[src/rtl/ste_lmc1992_if.sv]
// Microwire command bus into the LMC1992 volume/tone controller model.
// Signals: mw_bit_en (bit-slot pulse), mw_clk (slot mask, 1 = data valid),
//          mw_data (serial data, MSB first), mw_done (end-of-transfer pulse).
// Modports: master drives the bus, slave (the controller) receives it.
interface ste_lmc1992_if;
    logic mw_bit_en;
    logic mw_clk;
    logic mw_data;
    logic mw_done;

    modport master (
        output mw_bit_en,
        output mw_clk,
        output mw_data,
        output mw_done
    );

    modport slave (
        input mw_bit_en,
        input mw_clk,
        input mw_data,
        input mw_done
    );
endinterface

[src/rtl/ste_lmc1992.sv]
// LMC1992 controller: Microwire command receiver, register file and a
// stereo attenuator that time-shares one multiplier over both channels.
// Ports: clk, reset (sync, active-high); mw (Microwire bus, slave);
//   audio_strobe, audio_in_l/r -> audio_out_l/r, out_strobe, overrun;
//   master_vol, left_vol, right_vol, bass, treble, mix (register values);
//   cmd_valid / cmd_err (per-command accept / reject pulses).
module ste_lmc1992 #(
    parameter logic [1:0] ADDR_CODE = 2'b10
) (
    input  logic        clk,
    input  logic        reset,
    ste_lmc1992_if.slave mw,
    input  logic        audio_strobe,
    input  logic [7:0]  audio_in_l,
    input  logic [7:0]  audio_in_r,
    output logic [7:0]  audio_out_l,
    output logic [7:0]  audio_out_r,
    output logic        out_strobe,
    output logic        overrun,
    output logic [5:0]  master_vol,
    output logic [4:0]  left_vol,
    output logic [4:0]  right_vol,
    output logic [3:0]  bass,
    output logic [3:0]  treble,
    output logic [1:0]  mix,
    output logic        cmd_valid,
    output logic        cmd_err
);

    typedef enum logic [1:0] {
        IDLE  = 2'd0,
        LEFT  = 2'd1,
        RIGHT = 2'd2
    } state_t;

    // ---------------- Microwire receiver ----------------
    logic [10:0] sreg;
    logic [3:0]  bcnt;
    logic        cmd_ok;

    // Register codes 110 and 111 do not exist.
    assign cmd_ok = (bcnt == 4'd11)
                 && (sreg[10:9] == ADDR_CODE)
                 && (sreg[8:7] != 2'b11);

    always_ff @(posedge clk) begin
        if (reset) begin
            sreg       <= '0;
            bcnt       <= '0;
            cmd_valid  <= 1'b0;
            cmd_err    <= 1'b0;
            master_vol <= 6'd40;
            left_vol   <= 5'd20;
            right_vol  <= 5'd20;
            bass       <= 4'd6;
            treble     <= 4'd6;
            mix        <= 2'b01;
        end else begin
            cmd_valid <= 1'b0;
            cmd_err   <= 1'b0;
            if (mw.mw_done) begin
                // End of transfer wins over any bit slot in the same clock.
                bcnt      <= '0;
                cmd_valid <= cmd_ok;
                cmd_err   <= !cmd_ok;
                if (cmd_ok) begin
                    unique case (sreg[8:6])
                        3'b000:  mix        <= sreg[1:0];
                        3'b001:  bass       <= sreg[3:0];
                        3'b010:  treble     <= sreg[3:0];
                        3'b011:  master_vol <= sreg[5:0];
                        3'b100:  right_vol  <= sreg[4:0];
                        3'b101:  left_vol   <= sreg[4:0];
                        default: ;
                    endcase
                end
            end else if (mw.mw_bit_en && mw.mw_clk) begin
                sreg <= {sreg[9:0], mw.mw_data};
                // Saturate at 12 so over-long transfers never look like 11.
                if (bcnt != 4'd12) begin
                    bcnt <= bcnt + 4'd1;
                end
            end
        end
    end

    // ---------------- Attenuation ----------------
    // Out-of-range settings are clamped here only; stored values are kept.
    function automatic logic [5:0] att_of(
        input logic [5:0] m,
        input logic [4:0] side
    );
        logic [5:0] m_c;
        logic [4:0] s_c;
        m_c = (m > 6'd40) ? 6'd40 : m;
        s_c = (side > 5'd20) ? 5'd20 : side;
        return 6'd60 - m_c - {1'b0, s_c};
    endfunction

    // ---------------- Sequencer ----------------
    state_t     state;
    state_t     state_nxt;
    logic [7:0] in_l_q;
    logic [7:0] in_r_q;
    logic [5:0] att_l_q;
    logic [5:0] att_r_q;
    logic [7:0] res_l_q;

    always_comb begin
        state_nxt = state;
        unique case (state)
            IDLE:    if (audio_strobe) state_nxt = LEFT;
            LEFT:    state_nxt = RIGHT;
            RIGHT:   state_nxt = IDLE;
            default: state_nxt = IDLE;
        endcase
    end

    // A strobe while a sample is in flight is dropped and flagged at once.
    assign overrun = audio_strobe && (state != IDLE) && !reset;

    // ---------------- Shared multiplier ----------------
    logic [7:0]         sel_in;
    logic [5:0]         sel_att;
    logic [4:0]         shift;
    logic [5:0]         frac;
    logic signed [7:0]  s;
    logic signed [9:0]  gs;
    logic signed [15:0] prod;
    logic [7:0]         shr;
    logic [7:0]         res;

    assign sel_in  = (state == RIGHT) ? in_r_q : in_l_q;
    assign sel_att = (state == RIGHT) ? att_r_q : att_l_q;
    assign shift   = 5'(sel_att / 6'd3);
    assign frac    = sel_att % 6'd3;

    // Gain steps of 2 dB inside each 6 dB octave: 256, 203, 161 (/256).
    always_comb begin
        gs = 10'sd256;
        unique case (frac)
            6'd1:    gs = 10'sd203;
            6'd2:    gs = 10'sd161;
            default: gs = 10'sd256;
        endcase
    end

    // Offset binary -> two's complement by flipping the MSB.
    assign s    = $signed({~sel_in[7], sel_in[6:0]});
    assign prod = s * gs;
    // (p >>> 8) >>> shift collapses to a single arithmetic shift.
    assign shr  = 8'(prod >>> (5'd8 + shift));
    assign res  = (shift >= 5'd8) ? 8'h00 : shr;

    always_ff @(posedge clk) begin
        if (reset) begin
            state       <= IDLE;
            in_l_q      <= 8'h80;
            in_r_q      <= 8'h80;
            att_l_q     <= '0;
            att_r_q     <= '0;
            res_l_q     <= '0;
            audio_out_l <= 8'h80;
            audio_out_r <= 8'h80;
            out_strobe  <= 1'b0;
        end else begin
            state      <= state_nxt;
            out_strobe <= 1'b0;
            unique case (state)
                IDLE: begin
                    // Snapshot gains so later writes can't touch this sample.
                    if (audio_strobe) begin
                        in_l_q  <= audio_in_l;
                        in_r_q  <= audio_in_r;
                        att_l_q <= att_of(master_vol, left_vol);
                        att_r_q <= att_of(master_vol, right_vol);
                    end
                end
                LEFT: begin
                    res_l_q <= res;
                end
                RIGHT: begin
                    audio_out_l <= {~res_l_q[7], res_l_q[6:0]};
                    audio_out_r <= {~res[7], res[6:0]};
                    out_strobe  <= 1'b1;
                end
                default: ;
            endcase
        end
    end

endmodule

[src/flat_wrapper.sv]
// flat-port wrapper written by rule: the top's interface ports become plain ports
module ste_lmc1992_flat 
#(
    parameter logic [1:0] ADDR_CODE = 2'b10
)
  (clk, reset, audio_strobe, audio_in_l, audio_in_r, audio_out_l, audio_out_r, out_strobe, overrun, master_vol, left_vol, right_vol, bass, treble, mix, cmd_valid, cmd_err, mw_mw_bit_en, mw_mw_clk, mw_mw_data, mw_mw_done);
  ste_lmc1992_if mw_i ();
  input  logic clk;
  input  logic reset;
  input  logic audio_strobe;
  input  logic [7:0] audio_in_l;
  input  logic [7:0] audio_in_r;
  output logic [7:0] audio_out_l;
  output logic [7:0] audio_out_r;
  output logic out_strobe;
  output logic overrun;
  output logic [5:0] master_vol;
  output logic [4:0] left_vol;
  output logic [4:0] right_vol;
  output logic [3:0] bass;
  output logic [3:0] treble;
  output logic [1:0] mix;
  output logic cmd_valid;
  output logic cmd_err;
  input wire logic [$bits(mw_i.mw_bit_en)-1:0] mw_mw_bit_en;
  input wire logic [$bits(mw_i.mw_clk)-1:0] mw_mw_clk;
  input wire logic [$bits(mw_i.mw_data)-1:0] mw_mw_data;
  input wire logic [$bits(mw_i.mw_done)-1:0] mw_mw_done;
  assign mw_i.mw_bit_en = mw_mw_bit_en;
  assign mw_i.mw_clk = mw_mw_clk;
  assign mw_i.mw_data = mw_mw_data;
  assign mw_i.mw_done = mw_mw_done;
  ste_lmc1992 #(.ADDR_CODE(ADDR_CODE)) u_core (.clk(clk), .reset(reset), .mw(mw_i), .audio_strobe(audio_strobe), .audio_in_l(audio_in_l), .audio_in_r(audio_in_r), .audio_out_l(audio_out_l), .audio_out_r(audio_out_r), .out_strobe(out_strobe), .overrun(overrun), .master_vol(master_vol), .left_vol(left_vol), .right_vol(right_vol), .bass(bass), .treble(treble), .mix(mix), .cmd_valid(cmd_valid), .cmd_err(cmd_err));
endmodule
[config.mk]
export PLATFORM = sky130hd
export DESIGN_NAME = ste_lmc1992_flat
export DESIGN_NICKNAME = d
export VERILOG_FILES = /design/src/rtl/ste_lmc1992_if.sv /design/src/rtl/ste_lmc1992.sv /design/src/flat_wrapper.sv
export SDC_FILE = /design/constraint.sdc
export NUM_CORES = 1
export LEC_CHECK = 0
export ABC_AREA = 1
export BUFFER_PORTS_ARGS = -buffer_cell sky130_fd_sc_hd__buf_2
export CORE_UTILIZATION = 60
export DETAILED_ROUTE_END_ITERATION = 12
export PLACE_DENSITY = 0.81
export SKIP_CTS_REPAIR_TIMING = 1
export SLEW_MARGIN = 20
export SYNTH_ARGS = -nofsm -noshare
export SYNTH_HDL_FRONTEND = slang
export SYNTH_SLANG_ARGS = --single-unit
[constraint.sdc]
create_clock -name clk -period 18.98 [get_ports clk]
set_input_delay 1.898 -clock clk [delete_from_list [all_inputs] [get_ports clk]]
set_output_delay 1.898 -clock clk [all_outputs]
set_load 0.01 [all_outputs]
* Word level (Yosys, flattened, before mapping)
Index checks and enable logic that the tools add are counted.
Operators by class: add/sub/neg operators 5, $mul 1, divide/modulo/power cells 2, $lt $le $gt $ge 4, equal/unequal tests 14, shifts and indexed selects 1, muxes and demuxes 10, bitwise gates (word level) 4, reduce and logical (&&, ||, !) cells 21
Operator list (number):
- 9-bit case mux with 2 select lines | 1
- 3-bit AND reduction | 6
- 8-bit by 10-bit multiplier with 16-bit output | 1
- 8-bit 2-to-1 mux | 2
- 16-bit by 5-bit >>> shifter with 8-bit output | 1
- 6-bit 2-to-1 mux | 2
- 6-bit by 5-bit subtractor with 6-bit output | 2
- 5-bit greater-than comparator (second input constant) | 2
- 5-bit 2-to-1 mux | 2
- 6-bit by 2-bit divider with 6-bit output (second input constant) | 1
- 3-bit by 2-bit equality test with 1-bit output (second input constant) | 2
- 3-bit equality test (second input constant) | 2
- 6-bit by 1-bit equality test with 1-bit output (second input constant) | 1
- 6-bit by 2-bit equality test with 1-bit output (second input constant) | 1
- 6-bit greater-than comparator (second input constant) | 1
- 6-bit by 2-bit remainder unit with 6-bit output (second input constant) | 1
- 2-bit AND reduction | 3
- 6-bit subtractor (first input constant) | 1
- 4-bit by 5-bit adder with 5-bit output (first input constant) | 1
- 5-bit by 4-bit greater-or-equal comparator with 1-bit output (second input constant) | 1
- 1-bit logical AND | 5
- 4-bit by 1-bit adder with 4-bit output (second input constant) | 1
- 2-bit equality test (second input constant) | 2
- 4-bit equality test (second input constant) | 1
- other kinds (13) | 19
Word-level totals: register bits 98, input bits 23, output and inout port bits 46

* Logic depth before layout (Yosys ltp)
depth in word-level cells 9, gate-level depth with buffers 62

* Worst setup path before layout
No wires, ideal clock.
path type register to register, start point register u_core.state[0], end point register u_core.audio_out_r[5], library setup time 0.129 ns, arrival time 7.930 ns, setup slack 10.922 ns, cell stages (with the launch flop) 59, period minus slack after synthesis 8.058 ns, cell sequence dfxtp_1 -> inv_4 -> nand2_4 -> nand2_1 -> nand2_2 -> nand2_1 -> nand2_2 -> nand2_2 -> nand2_1 -> inv_1 -> ha_1 -> inv_1 -> nand3_2 -> nand2_1 -> nand2_1 -> ha_1 -> inv_1 -> nand3_2 -> [... 23 more ...] -> inv_1 -> a21boi_0 -> inv_1 -> a21oi_1 -> o21bai_1 -> nand2_1 -> nand2_1 -> a21oi_1 -> xor2_1 -> inv_1 -> nand3_2 -> nand2_1 -> nand2_1 -> nand2_1 -> o21ai_1 -> nand2_1 -> nand2_1 -> a21oi_1
On the way: cells in the longest elaborated chain, start to end 8, elaborated cells between the ends (all ways) 14, classes of those cells 1 x add/sub; 1 x mul; 2 x div; 1 x order compare; 3 x eq/ne; 1 x shift; 4 x mux; 1 x bitwise
RTL lines:
- start: declaration | RTL line ste_lmc1992.sv:101 | state_t state;
- start signal: assignment | RTL line ste_lmc1992.sv:167 | state <= state_nxt;
- 2-bit equality test (*) | RTL line ste_lmc1992.sv:133, ste_lmc1992.sv:134, ste_lmc1992.sv:169
- 6-bit 2-to-1 mux | RTL line ste_lmc1992.sv:134 | assign sel_att = (state == RIGHT) ? att_r_q : att_l_q;
- 6-bit by 2-bit remainder unit with 6-bit output | RTL line ste_lmc1992.sv:136 | assign frac = sel_att % 6'd3;
- 6-bit by 2-bit equality test with 1-bit output or 6-bit by 1-bit equality test with 1-bit output (tied branches) | RTL line ste_lmc1992.sv:141 | unique case (frac)
- 9-bit case mux with 2 select lines | RTL line ste_lmc1992.sv:141
- 8-bit by 10-bit multiplier with 16-bit output | RTL line ste_lmc1992.sv:150 | assign prod = s * gs;
- 16-bit by 5-bit >>> shifter with 8-bit output | RTL line ste_lmc1992.sv:152 | assign shr = 8'(prod >>> (5'd8 + shift));
- 8-bit 2-to-1 mux | RTL line ste_lmc1992.sv:153 | assign res = (shift >= 5'd8) ? 8'h00 : shr;
- end signal: assignment | RTL line ste_lmc1992.sv:184 | audio_out_r <= {~res[7], res[6:0]};
- end: declaration | RTL line ste_lmc1992.sv:17 | output logic [7:0] audio_out_r,
Every way passes the cells marked *; elsewhere a longest branch is shown, timed or not. A chain may end at the register's enable or synchronous reset.

* Worst setup path in the final report
start point register u_core.state[1], end point register u_core.res_l_q[5]
On the way: cells in the longest elaborated chain, start to end 8, elaborated cells between the ends (all ways) 15, classes of those cells 1 x add/sub; 1 x mul; 2 x div; 1 x order compare; 4 x eq/ne; 1 x shift; 4 x mux; 1 x bitwise
RTL lines:
- 2-bit equality test | RTL line ste_lmc1992.sv:133, ste_lmc1992.sv:134
- 6-bit 2-to-1 mux | RTL line ste_lmc1992.sv:134
- 6-bit by 2-bit remainder unit with 6-bit output | RTL line ste_lmc1992.sv:136
- 6-bit by 2-bit equality test with 1-bit output or 6-bit by 1-bit equality test with 1-bit output (tied branches) | RTL line ste_lmc1992.sv:141
- 9-bit case mux with 2 select lines | RTL line ste_lmc1992.sv:141
- 8-bit by 10-bit multiplier with 16-bit output | RTL line ste_lmc1992.sv:150
- 16-bit by 5-bit >>> shifter with 8-bit output | RTL line ste_lmc1992.sv:152
- 8-bit 2-to-1 mux | RTL line ste_lmc1992.sv:153
- end signal: assignment | RTL line ste_lmc1992.sv:180 | res_l_q <= res;
- end: declaration | RTL line ste_lmc1992.sv:107 | logic [7:0] res_l_q;
Parallel ways exist; a longest one is shown, timed or not.

==> results.sh <==
export IMPL_peakVddDrop_mv=0.0531
export IMPL_relSlewSlack_pct=36.5
export IMPL_cp_max_fo=26
export IMPL_setup_viol=0
export IMPL_netlist_area_um2=7160
export IMPL_cts_tree="done"
export IMPL_timing_rr_end="u_core.res_l_q[5]"
export IMPL_max_freq_mhz=103
export IMPL_vias_per_cell=5.36
export IMPL_core_um2=11500
export IMPL_grtUsageTotal_pct=26.6
export IMPL_p_comb_share_pct=47.4
export IMPL_p_switching_mw=0.321
export IMPL_drc=0
export IMPL_synth_edf_count=0
export IMPL_ys_warn_count=0
export IMPL_grt_overflow=0
export IMPL_clk_pin_slew_worst_paths_ns=0.07
export IMPL_grt_start_max_net_pins=84
export IMPL_vias=6386
export IMPL_finalHoldViolations=0
export IMPL_clk_path_buf_depth=2
export IMPL_cts_buffers=9
export IMPL_wl_um=15500
export IMPL_grt_pass1_wl_um=27200
export IMPL_p_seq_share_pct=29.1
export IMPL_wl_per_cell_um=13.0
export IMPL_clk_latency_ns=0.36
export IMPL_whs_path_depth=2
export IMPL_clock_root_buffer="clkbuf_16"
export IMPL_dp_slack_ns=9.38
export IMPL_end_kind="flip-flop"
export IMPL_synth_compound_area_share_pct=16.8
export IMPL_muxShareOfSynthArea_pct=0.839
export IMPL_clock_power_share_pct=23.5
export IMPL_antenna_cells=0
export IMPL_rsz0062_at_grt="no"
export IMPL_hpwl_um=12200
export IMPL_outcome="complete, no violations"
export IMPL_fin_tns_setup_ns=0
export IMPL_critPathMaxStageDelay_ns=0.55
export IMPL_nNetsFinal=1158
export IMPL_synth_area_leader_cell="dfxtp_1"
export IMPL_yosys_area_share_simple_pct=23.1
export IMPL_top_layer="met4"
export IMPL_antenna_found_initial=0
export IMPL_rr_startpoint="u_core.state[1]"
export IMPL_gp_congestion=0.958
export IMPL_worstHoldStart="u_core.in_r_q[5]"
export IMPL_drt_iter0_drc=250
export IMPL_yosys_top_cells_count="nand2_1, inv_1, o21ai_0"
export IMPL_fin_ws_ns=9.25
export IMPL_post_route_min_period_ns=9.73
export IMPL_wl_met2_um=7580
export IMPL_firstDrtPassIters=5
export IMPL_die_h_um=111
export IMPL_cp_slowest_cell="fa_1"
export IMPL_reg2reg_slack_ns=9.25
export IMPL_required_ns=19.18
export IMPL_yosysMostFrequentCell="nand2_1"
export IMPL_p_sw_share_pct=42.3
export IMPL_synthAdderAreaFrac_pct=19.0
export IMPL_crit_arrival_ns=9.94
export IMPL_cp_common_cell="nand2_1"
export IMPL_met1_length_um=7040
export IMPL_met3_length_um=682
export IMPL_max_slew_worst_pin_slew_ns=0.950
export IMPL_holdCritPathClass="flip-flop to flip-flop"
export IMPL_die_w_um=111
export IMPL_cts_max_level=3
export IMPL_yosysSeqAreaShare_pct=27.4
export IMPL_setup_worst_path_start="u_core.state[1]"
export IMPL_reg2reg_depth=55
export IMPL_dominantRegCellSynth="dfxtp_1"
export IMPL_grt_pass1_vias=5963
export IMPL_area_growth_pct=9.82
export IMPL_finalCritPeriodShare_pct=51.3
export IMPL_ant_nets=0
export IMPL_maxSlewViolCount=0
export IMPL_postSynth_asyncResetShare_pct=0
export IMPL_yosysTopAreaCellShare_pct=27.4
export IMPL_drive_gt1_share_pct=13.4
export IMPL_io_buffers=68
export IMPL_initial_core_util_pct=62.2
export IMPL_avgSynthCellArea_um2=7.20
export IMPL_clock_skew_ns=0.0128
export IMPL_pin_count=69
export IMPL_synth_xor_area_share_pct=2.69
export IMPL_start_kind="flip-flop"
export IMPL_path_class="flip-flop to flip-flop"
export IMPL_synth_cells=994
export IMPL_leakage_nw=4.03
export IMPL_cp_endpoint="u_core.res_l_q[5]"
export IMPL_synth_top_family_by_area="simple AND/OR/NAND/NOR gates"
export IMPL_cellPowerDensity_nw_per_um2=96.6
export IMPL_synth_top_cells_by_area="dfxtp_1, ha_1, fa_1"
export IMPL_maxCapViolCount=0
export IMPL_synth_cell_types=44
export IMPL_placementRows=39
export IMPL_intPower_mw=0.438
export IMPL_fp_dieArea_um2=12400
export IMPL_cts_sinks=98
export IMPL_ys_seq_elements=98
cells in the final DEF (no fill, tap or decap), types with 2 or more instances in the layout:
| master | count |
|---|---|
| nand2_4 | 3 |
| nand2_1 | 157 |
| or2_2 | 8 |
| nor3_1 | 6 |
| nand4_1 | 6 |
| and2_1 | 3 |
| a31oi_1 | 5 |
| nor3b_1 | 2 |
| o21bai_1 | 2 |
| xnor2_1 | 10 |
| dfxtp_1 | 98 |
| ha_1 | 61 |
| mux2i_1 | 6 |
| inv_6 | 2 |
| inv_2 | 6 |
| nor2_2 | 6 |
| nand3_2 | 10 |
| o211ai_1 | 12 |
| buf_4 | 2 |
| fa_1 | 30 |
| nor2_1 | 105 |
| nand2_2 | 15 |
| o21ai_0 | 109 |
| clkinv_4 | 3 |
| conb_1 | 2 |
| o21ai_1 | 6 |
| inv_1 | 144 |
| xor2_1 | 12 |
| a21oi_1 | 83 |
| clkbuf_16 | 9 |
| buf_2 | 68 |
| a21o_1 | 4 |
| nand3_1 | 39 |
metal layers:
metal | vias to the layer above | GRT usage, %
met5 | - | 0
met4 | 0 | 7.48
met3 | 22 | 4.21
met2 | 139 | 45.4
met1 | 2909 | 34.7
li1 | 3316 | -
worst max-delay path: cells and delay by family, from the launching register on:
| kind | cells | cell delay, ns |
|---|---|---|
| xor+xnor | 1 | 0.19 |
| flops | 1 | 0.54 |
| fa+ha+maj | 8 | 2.79 |
| buf+inv | 9 | 0.65 |
| simple gates | 29 | 4.25 |
| compound gates | 8 | 1.15 |
how the worst min path moves through the flow:
stage | endpoint
final | u_core.in_r_q[5]
after global routing | u_core.in_r_q[5]
after CTS | u_core.in_r_q[5]
after detailed placement | u_core.in_r_q[5]
after global placement | u_core.in_r_q[5]
after floorplan | u_core.audio_out_l[7]
registers in the layout, indices dropped and copies added, names as in the netlist:
signal / count
u_core.in_r_q: 8
u_core.audio_out_r: 8
u_core.cmd_valid: 1
u_core.right_vol: 5
u_core.att_l_q: 6
u_core.in_l_q: 8
u_core.left_vol: 5
u_core.bass: 4
u_core.bcnt: 4
u_core.res_l_q: 8
u_core.master_vol: 6
u_core.sreg: 11
u_core.treble: 4
u_core.mix: 2
u_core.att_r_q: 6
u_core.audio_out_l: 8
u_core.state: 2
u_core.cmd_err: 1
u_core.out_strobe: 1
layout make-up:
cell class | count | area, um2
inverters | 152 | 574
clock inverters | 6 | 60.1
well taps | 143 | 179
fillers | 1015 | 3650
repair buffers | 70 | 355
clock buffers | 10 | 239
flip-flops and latches | 98 | 1960
multi-input cells | 713 | 4490
power by group through the flow:
stage	logic (mW)	registers (mW)	clock network [mW]
after floorplan	0.287	0.225	0
after global placement	0.352	0.225	0
after detailed placement	0.356	0.225	0
after CTS	0.360	0.221	0.179
after global routing	0.418	0.222	0.188
final	0.361	0.221	0.179
logic make-up (layout without fill, tap and decap cells):
family,Yosys count,count (layout)
mux,6,6
other cells,1,2
compound gates,226,226
fa+ha+maj,91,91
flops,98,98
simple gates,366,366
buf+inv,184,238
xor+xnor,22,22
stage by stage:
step	total power, mW	hold WS (ns)	cells	area (um2)	util [%]
after floorplan	0.512	0.421	995	7160	-
after global placement	0.577	0.438	1176	7560	65.6
after detailed placement	0.581	0.442	1176	7560	65.6
after CTS	0.760	0.450	1192	7860	68.2
after global routing	0.828	0.475	1192	7860	68.3
final	0.760	0.448	1192	7860	68.3
(Power assumes the default switching activity.)
